<file path="src/rtl/direct_mapped_wb_cache_pkg.sv">
// rtl/direct_mapped_wb_cache_pkg.sv - shared FSM states and helpers for the direct-mapped cache
package direct_mapped_wb_cache_pkg;

    typedef enum logic [2:0] {
        ST_IDLE    = 3'd0,
        ST_LOOKUP  = 3'd1,
        ST_WBACK   = 3'd2,
        ST_REFILL  = 3'd3,
        ST_RESPOND = 3'd4,
        ST_FLUSH   = 3'd5
    } state_t;

    localparam int StatsWidth = 32;

    // Saturating increment used by the optional hit/miss counters
    function automatic logic [StatsWidth-1:0] sat_inc(input logic [StatsWidth-1:0] v);
        return (&v) ? v : v + 1'b1;
    endfunction

endpackage

</file>
<file path="src/rtl/cache_line_store.sv">
// rtl/cache_line_store.sv - valid/dirty/tag/data line arrays with one write port and indexed read
module cache_line_store #(
    parameter int DataWidth  = 8,
    parameter int TagWidth   = 10,
    parameter int IndexWidth = 6
) (
    input  logic                  clk,
    input  logic                  rst,
    input  logic [IndexWidth-1:0] idx,
    output logic                  rd_valid,
    output logic                  rd_dirty,
    output logic [TagWidth-1:0]   rd_tag,
    output logic [DataWidth-1:0]  rd_data,
    input  logic                  we_valid,
    input  logic                  we_dirty,
    input  logic                  we_tag,
    input  logic                  we_data,
    input  logic                  wr_valid,
    input  logic                  wr_dirty,
    input  logic [TagWidth-1:0]   wr_tag,
    input  logic [DataWidth-1:0]  wr_data
);

    localparam int Lines = 1 << IndexWidth;

    logic [Lines-1:0]     valid_q;
    logic [Lines-1:0]     dirty_q;
    logic [TagWidth-1:0]  tag_q  [Lines];
    logic [DataWidth-1:0] data_q [Lines];

    assign rd_valid = valid_q[idx];
    assign rd_dirty = dirty_q[idx];
    assign rd_tag   = tag_q[idx];
    assign rd_data  = data_q[idx];

    // State bits: cleared on reset, otherwise per-field write of the addressed line
    always_ff @(posedge clk) begin
        if (!rst) begin
            valid_q <= '0;
            dirty_q <= '0;
        end else begin
            if (we_valid) valid_q[idx] <= wr_valid;
            if (we_dirty) dirty_q[idx] <= wr_dirty;
        end
    end

    // Payload fields: meaningless while the line is invalid, so no reset needed
    always_ff @(posedge clk) begin
        if (we_tag)  tag_q[idx]  <= wr_tag;
        if (we_data) data_q[idx] <= wr_data;
    end

endmodule

</file>
<file path="src/rtl/direct_mapped_wb_cache.sv">
// rtl/direct_mapped_wb_cache.sv - direct-mapped write-back cache top; CACHE_STATS_EN adds hit/miss counters
module direct_mapped_wb_cache
    import direct_mapped_wb_cache_pkg::*;
#(
    parameter int DataWidth  = 8,
    parameter int AddrWidth  = 16,
    parameter int IndexWidth = 6
) (
    input  logic                 clk,
    input  logic                 rst,
    input  logic                 cpu_req,
    input  logic                 cpu_we,
    input  logic [AddrWidth-1:0] cpu_addr,
    input  logic [DataWidth-1:0] cpu_wdata,
    output logic [DataWidth-1:0] cpu_rdata,
    output logic                 cpu_ready,
    input  logic                 flush,
    output logic                 flush_done,
    output logic                 mem_req,
    output logic                 mem_we,
    output logic [AddrWidth-1:0] mem_addr,
    output logic [DataWidth-1:0] mem_wdata,
    input  logic [DataWidth-1:0] mem_rdata,
    input  logic                 mem_ack
`ifdef CACHE_STATS_EN
    ,
    output logic [StatsWidth-1:0] hit_count,
    output logic [StatsWidth-1:0] miss_count
`endif
);

    localparam int TagWidth = AddrWidth - IndexWidth;

    state_t                state;
    logic [AddrWidth-1:0]  req_addr;
    logic                  req_we;
    logic [DataWidth-1:0]  req_wdata;
    logic [IndexWidth-1:0] fcnt;

    logic [TagWidth-1:0]   req_tag;
    logic [IndexWidth-1:0] req_idx;
    logic [IndexWidth-1:0] line_idx;
    logic                  rd_valid, rd_dirty;
    logic [TagWidth-1:0]   rd_tag;
    logic [DataWidth-1:0]  rd_data;
    logic                  we_valid, we_dirty, we_tag, we_data;
    logic                  wr_valid, wr_dirty;
    logic [TagWidth-1:0]   wr_tag;
    logic [DataWidth-1:0]  wr_data;
    logic                  hit;
    logic                  flush_step;

    assign req_tag = req_addr[AddrWidth-1:IndexWidth];
    assign req_idx = req_addr[IndexWidth-1:0];

    cache_line_store #(
        .DataWidth (DataWidth),
        .TagWidth  (TagWidth),
        .IndexWidth(IndexWidth)
    ) u_store (
        .clk     (clk),
        .rst     (rst),
        .idx     (line_idx),
        .rd_valid(rd_valid),
        .rd_dirty(rd_dirty),
        .rd_tag  (rd_tag),
        .rd_data (rd_data),
        .we_valid(we_valid),
        .we_dirty(we_dirty),
        .we_tag  (we_tag),
        .we_data (we_data),
        .wr_valid(wr_valid),
        .wr_dirty(wr_dirty),
        .wr_tag  (wr_tag),
        .wr_data (wr_data)
    );

    // Line selection, hit detection and line-store updates for the current state
    always_comb begin
        line_idx   = (state == ST_FLUSH) ? fcnt : req_idx;
        hit        = rd_valid && (rd_tag == req_tag);
        // In flush a line is finished when clean, or when its writeback is acknowledged
        flush_step = mem_req ? mem_ack : !(rd_valid && rd_dirty);
        we_valid   = 1'b0;
        we_dirty   = 1'b0;
        we_tag     = 1'b0;
        we_data    = 1'b0;
        wr_valid   = 1'b0;
        wr_dirty   = 1'b0;
        wr_tag     = req_tag;
        wr_data    = req_wdata;
        case (state)
            ST_LOOKUP: begin
                if (hit && req_we) begin
                    we_data  = 1'b1;
                    we_dirty = 1'b1;
                    wr_dirty = 1'b1;
                end
            end
            ST_WBACK: begin
                if (mem_req && mem_ack) begin
                    we_dirty = 1'b1;
                end
            end
            ST_REFILL: begin
                if (mem_req && mem_ack) begin
                    we_valid = 1'b1;
                    we_dirty = 1'b1;
                    we_tag   = 1'b1;
                    we_data  = 1'b1;
                    wr_valid = 1'b1;
                    wr_data  = mem_rdata;
                end
            end
            ST_RESPOND: begin
                if (req_we) begin
                    we_valid = 1'b1;
                    we_dirty = 1'b1;
                    we_tag   = 1'b1;
                    we_data  = 1'b1;
                    wr_valid = 1'b1;
                    wr_dirty = 1'b1;
                end
            end
            ST_FLUSH: begin
                if (flush_step) begin
                    we_valid = 1'b1;
                    we_dirty = 1'b1;
                end
            end
            default: ;
        endcase
    end

    // Main FSM: request latch, memory handshake, flush walk, registered outputs
    always_ff @(posedge clk) begin
        if (!rst) begin
            state      <= ST_IDLE;
            req_addr   <= '0;
            req_we     <= 1'b0;
            req_wdata  <= '0;
            fcnt       <= '0;
            cpu_rdata  <= '0;
            cpu_ready  <= 1'b0;
            flush_done <= 1'b0;
            mem_req    <= 1'b0;
            mem_we     <= 1'b0;
            mem_addr   <= '0;
            mem_wdata  <= '0;
        end else begin
            cpu_ready  <= 1'b0;
            flush_done <= 1'b0;
            case (state)
                ST_IDLE: begin
                    if (flush) begin
                        fcnt  <= '0;
                        state <= ST_FLUSH;
                    end else if (cpu_req) begin
                        req_addr  <= cpu_addr;
                        req_we    <= cpu_we;
                        req_wdata <= cpu_wdata;
                        state     <= ST_LOOKUP;
                    end
                end
                ST_LOOKUP: begin
                    if (hit) begin
                        cpu_ready <= 1'b1;
                        if (!req_we) cpu_rdata <= rd_data;
                        state <= ST_IDLE;
                    end else if (rd_valid && rd_dirty) begin
                        state <= ST_WBACK;
                    end else begin
                        state <= req_we ? ST_RESPOND : ST_REFILL;
                    end
                end
                // Memory states raise mem_req on entry so it is always low for a cycle between transfers
                ST_WBACK: begin
                    if (!mem_req) begin
                        mem_req   <= 1'b1;
                        mem_we    <= 1'b1;
                        mem_addr  <= {rd_tag, req_idx};
                        mem_wdata <= rd_data;
                    end else if (mem_ack) begin
                        mem_req <= 1'b0;
                        state   <= req_we ? ST_RESPOND : ST_REFILL;
                    end
                end
                ST_REFILL: begin
                    if (!mem_req) begin
                        mem_req  <= 1'b1;
                        mem_we   <= 1'b0;
                        mem_addr <= req_addr;
                    end else if (mem_ack) begin
                        mem_req <= 1'b0;
                        state   <= ST_RESPOND;
                    end
                end
                ST_RESPOND: begin
                    cpu_ready <= 1'b1;
                    if (!req_we) cpu_rdata <= rd_data;
                    state <= ST_IDLE;
                end
                ST_FLUSH: begin
                    if (flush_step) begin
                        mem_req <= 1'b0;
                        fcnt    <= fcnt + 1'b1;
                        if (fcnt == {IndexWidth{1'b1}}) begin
                            flush_done <= 1'b1;
                            state      <= ST_IDLE;
                        end
                    end else if (!mem_req) begin
                        mem_req   <= 1'b1;
                        mem_we    <= 1'b1;
                        mem_addr  <= {rd_tag, fcnt};
                        mem_wdata <= rd_data;
                    end
                end
                default: state <= ST_IDLE;
            endcase
        end
    end

`ifdef CACHE_STATS_EN
    // One count per LOOKUP outcome, saturating at all-ones
    always_ff @(posedge clk) begin
        if (!rst) begin
            hit_count  <= '0;
            miss_count <= '0;
        end else if (state == ST_LOOKUP) begin
            if (hit) hit_count  <= sat_inc(hit_count);
            else     miss_count <= sat_inc(miss_count);
        end
    end
`endif

endmodule
</file>
<file path="config.mk">
export PLATFORM = sky130hd
export DESIGN_NAME = direct_mapped_wb_cache
export DESIGN_NICKNAME = d
export VERILOG_FILES = /design/src/rtl/direct_mapped_wb_cache_pkg.sv /design/src/rtl/cache_line_store.sv /design/src/rtl/direct_mapped_wb_cache.sv
export SDC_FILE = /design/constraint.sdc
export NUM_CORES = 2
export LEC_CHECK = 0
export ABC_CLOCK_PERIOD_IN_PS = 4900
export CAP_MARGIN = 20
export CORE_MARGIN = 4
export CORE_UTILIZATION = 40
export DETAILED_ROUTE_END_ITERATION = 16
export SLEW_MARGIN = 20
export SYNTH_ARGS = -nofsm -noshare
export SYNTH_HDL_FRONTEND = slang
export SYNTH_SLANG_ARGS = --single-unit
</file>
<file path="constraint.sdc">
create_clock -name clk -period 4.9 [get_ports clk]
set_clock_uncertainty 0.1 [all_clocks]
set_input_delay 0.735 -clock clk [delete_from_list [all_inputs] [get_ports clk]]
set_output_delay 0.735 -clock clk [all_outputs]
set_load 0.01 [all_outputs]
</file>
==> run metrics <==
Slew headroom=a little under a third; drt pass-1 iters=9; post-synth top area cell=edfxtp_1; Synth Area per Inst=approximately 14 µm²; TritonCTS clock tree=yes; via count=slightly above 40000; slowest CP cell=o41ai_2; Via density=roughly 6.4; CTS Buf Count=about 140; NumNets Final=4523; commonest non-fill, non-tap cell in the layout=edfxtp_1; Synth Cell Area=about 0.055 mm²; crit path time final=4930 ps; vias in the first global route=about 39000; remaining antenna violation count=0; die height=approximately 380 µm; FF-to-FF Start=req_addr[2]; final worst setup slack=-28.4 ps; initial antenna violation count=0; Synth warnings=0; fmax=about 200 MHz; most common flop cell mapped by yosys=edfxtp_1; area grow syn2layout=23.2%; total congestion overflow=0; final number of setup-violating endpoints=slightly below 80; failing checks=negative setup slack; Crit path arrival time=5300 ps; Synth Area in Simple Gates=just under 7%; deepest clock path buffer count=3; largest net degree at the start of global routing=85; top cells by area, synth=edfxtp_1, dfxtp_1, a22oi_1; reg-to-reg endpoint=u_store.data_q[44][4]; Final Max Tran Viols=0; first-pass GRT wire length=around 290000 µm; Root Driver=clkbuf_16; Critical Path Sink=u_store.data_q[44][4]; pwr/cell area=421 mW/mm²; fin crit share=101%; Die Wd=~380 µm; Mapped Cells=around 4000; max cap viols=0; critical-path cell list=buf_6 -> buf_4 -> nand2b_2 -> o22a_1 -> buf_4 -> buf_4 -> a211oi_1 -> o41ai_2 -> o2111ai_2 -> nor3_4 -> buf_6 -> xnor2_2 -> nand3_1 -> nor4b_4 -> buf_4 -> nand4_4 -> buf_12 -> buf_16 -> buf_12 -> a21oi_4 -> buf_6; status=finished with violations; critical path startpoint=req_addr[2]; R2R Setup Slk=-30 ps; global-route usage over all layers=27.8%; synth unique cells=92; Initial Util=approximately 40%; peak supply drop=0.000342 V; WHS Path Cells=3; Leak=between 20 and 25 nW; Slew @ Worst Pin=1030 ps; initial drt markers=between 6000 and 7000; post-synthesis adder-cell area fraction=0.0229%; Port Buf Inserts=73; Worst Setup End Kind=register; Post-synth EDFFs=roughly 1200; cells on worst reg2reg path=21; crit path kind=reg2reg; #FFs+latches synth=approximately 1400; syn_nets=roughly 4000; clk_lat worst skew=760 ps; WL/cell=~32 µm; RSZ-0062 raised after global routing=true; CTS H-tree depth=4; mux share of post-synthesis cell area=under 10%; Final Util=between 40% and 50%; Fill cells=around 12000; Critical Path Max Stage Delay=roughly 520 ps; # IOs=74; most frequent cells in the layout=edfxtp_1, buf_4, nand2_1; largest family of logic cells by synthesized area=compound AO/OA/AOI/OAI gates; CP Launch Type=register; clock sink total=1350; Crit Path Max Fanout=12; hold slack=around 320 ps; DRC viols=0; number of cell rows=135; Post-Synth XOR/XNOR Area=0.128%; Critical Path RT=about 5300 ps; CTS clock-pin slew for the worst setup and hold paths=about 60 ps; RD Place Congestion=~1; dpl hpwl=~130000 µm; Core Footprint=roughly 0.14 mm²; hold crit path type=in2reg; Worst path most repeated cell=buf_4; Async S/R FF share, synth=0%; Final Hold Fails=0; Post-Route WL=approximately 210000 µm; die area=0.143 mm²; CTS Hold Buffers Added=0; share of layout cells above drive strength 1=23.0%; post-synthesis compound-gate area fraction=between 10% and 20%; Synth top area share=about 63%; post-synthesis sequential area ratio=70.5%
-- through the flow --
step	std cells	setup slack, ps	instance area, µm²	total power [mW]	TNS, ps
5_1_grt	6374	-82.5	67400	29.1	-16890
6_report	6376	-28.4	67400	28.4	-729
2_1_floorplan	3945	132	54700	15.4	0
3_5_place_dp	6066	-624	61600	18.1	-326350
3_3_place_gp	6065	-555	61600	18.1	-290840
4_1_cts	6356	0.761	66700	28.2	0
-- cells by family after synthesis --
logic type	after synthesis
multiplexers	166
buffers and inverters	365
AND/OR/NAND/NOR	775
XOR/XNOR	8
AO/OA/AOI/OAI	1280
flip-flops	1350
adder cells (fa/ha/maj)	1
-- how the worst min path moves through the flow --
stage	startpoint	endpoint	slack (ps)
CTS	rst	mem_addr[14]	290
floorplan	req_wdata[0]	req_wdata[0]	330
global route	rst	mem_addr[2]	330
global placement	req_wdata[1]	req_wdata[1]	340
finish	rst	mem_addr[2]	320
detailed placement	req_wdata[5]	req_wdata[5]	350
-- flip-flops by register name (all words and copies together) (netlist names) --
name             count
cpu_ready            1
state                3
flush_done           1
mem_wdata            8
u_store.dirty_q     64
mem_addr            16
fcnt                 6
cpu_rdata            8
req_wdata            8
u_store.tag_q      640
req_addr            16
u_store.data_q     512
req_we               1
u_store.valid_q     64
mem_we               1
mem_req              1
-- per-layer routing --
metal / global-route usage, % / up-vias / wire length (µm)
met1: 38.2 / 20500 / 78900
met3: 5.43 / 628 / 23100
met4: 14.8 / 0 / 12800
li1: - / 16900 / -
met2: 41.9 / 2965 / 90400
met5: 0 / - / 0
-- what timing repair did --
action | CTS | global route
pin swaps | 23 | 34
gates cloned | 2 | 5
gates resized for setup | 78 | 124
setup buffers | 43 | 14
setup endpoints to repair | 588 | 577
-- where the power goes --
group	internal [mW]	leakage, nW	switching (mW)
clock network	5.69	2.08	4.39
logic	1.98	8.12	3.42
registers	12.8	12.1	0.114
-- synthesized netlist by cell type (all sizes together), types with 71 or more instances --
| library cell | count |
|---|---|
| buf | 149 |
| nand2 | 340 |
| dfxtp | 198 |
| clkbuf | 157 |
| mux2i | 122 |
| o21ai | 127 |
| edfxtp | 1152 |
| a31oi | 71 |
| a21oi | 245 |
| a221oi | 88 |
| nor2 | 127 |
| o22ai | 156 |
| a22oi | 196 |
-- worst max-delay path: cells and delay by family, from the launching register on --
family / cells / cell delay (ps)
buffers and inverters: 10 / 1660
XOR/XNOR: 1 / 110
AND/OR/NAND/NOR: 5 / 1090
flip-flops: 1 / 440
AO/OA/AOI/OAI: 5 / 1200
-- layout make-up --
type                            count  area, µm²  share of cell area [%]
Antenna cell                        2       5.00                 0.00742
Clock buffer                      199       3860                    5.72
Clock inverter                     47        383                   0.568
Inverter                           59        224                   0.332
Multi-Input combinational cell   2230      15400                    22.8
Sequential cell                  1350      38600                    57.2
Tap cell                         1781       2230                    3.30
Timing Repair Buffer              708       6790                    10.1
(Power assumes the default switching activity.)
==> variant (config.mk and constraints unchanged) <==
The option `CACHE_STATS_EN` is turned on by a define.
--- a/src/rtl/direct_mapped_wb_cache.sv
+++ b/src/rtl/direct_mapped_wb_cache.sv
@@ -1,2 +1,4 @@
 // rtl/direct_mapped_wb_cache.sv - direct-mapped write-back cache top; CACHE_STATS_EN adds hit/miss counters
+`define CACHE_STATS_EN
+
 module direct_mapped_wb_cache
Function (old outputs only; new: hit_count and miss_count): no difference found for any inputs over 4 cycles, from zero or initial values and one cycle with rst low; that may be too few to reach the edited logic, so the function may still have changed.
==> variant against the original RTL <==
  * The flow still finishes with violations (setup timing)
  * Power rose by 2.7%
  * Synthesized area rose by 3.6%
  * Sequential cell count rose by 64
  * Count of clock-buffer cells in the layout fell by 21
  * Clock power rose by 9.9%
  * Worst setup slack got worse by 0.0079 ns
  * Cell area rose by 1.3%
  * Cell count rose by 3.9%
  * Routed wire length fell by 3.5%
  * Largest power group unchanged
  * Highest routed layer is now met5
==> variant: results <==
[final_layout]
drive_gt1_share_pct = 17.2
inverters = 35
multi_input_cells = 2481
post-route-util_pct = 48.7
buffers = 558
layoutNonFillerInstCount = 6626
multi_input_comb_area_um2 = 16000
n_clock_buffer = 178
buffer_area_share_pct = 7.82
fillers = 12200

[synth]
synth_xor_area_share_pct = 0.154
ys_seq_area_share_pct = 70.2
synthAdderAreaFrac_pct = 0.0662
synth_nets = 4288
synth.distinct_cells = 91
synth_mux_area_share_pct = 2.48
synth_area_leaders = "edfxtp_1, dfxtp_1, a22oi_1"
synth_commonest_cells = "edfxtp_1, nand2_1, dfxtp_1, nor2_1, nand3_1"
syn_avg_cell_area_um2 = 13.4

[critical_path]
max_stage_delay_ns = 0.56
worstReg2RegEnd = "u_store.data_q[3][0]"
crit_fanout = 33
reg2reg_from = "state[1]"

[routing]
firstDrtPassIters = 6
drt-vias-per-instance = 6.25
drt_wl_total_um = 198000

[clock_network]
cts_resized = 46
cts_buffers = 140
cts_setup_buffers = 0
clk_latency_ns = 0.79

[min_path]
hold_start = "mem_wdata[6]"

[sta]
setup_viol = 28
setup_ws_ns = -0.0364
holdWs_ns = 0.352
relSlewSlack_pct = 33.4

[placed_design]
dp_slack_ns = -0.380
io_buffers = 137
place.gp.congestion = 1.00

[pwr]
pg_seq_mw = 13.5

[global_routing]
track_usage_pct = 26.1
grt_pass1_wl_um = 282000

[run_status]
violations = "setup timing"
status = "finished with violations"
## variant: cell types whose count changed after synthesis, moves of 24 or more
cell      before  now
nand3_1       64  220
nor2_1       127  247
dfxtp_1      198  262
nand2b_1      12   63
o211ai_1      69   19
o221ai_1      51   98
o21ai_0      126  171
o22ai_1      156  198
o31ai_1       59   17
a21oi_1      224  183
nand4_1       22   51
and3_1        13   37
## variant: routing by layer
metal	up-vias	share of wire, %	global-route usage, %
met1	20900	40	36.3
met5	-	0.0040	0
li1	17500	-	-
met4	2	4.9	11.7
met3	459	9.5	5.11
met2	2505	45	39.7
## variant: worst min-delay path by stage
| stage | endpoint | depth (start not counted) |
|---|---|---|
| final | mem_wdata[6] | 2 |
| after global routing | mem_wdata[6] | 2 |
| after CTS | req_addr[10] | 3 |
| after detailed placement | mem_wdata[6] | 2 |
| after global placement | req_wdata[6] | 2 |
| after floorplan | req_wdata[0] | 2 |
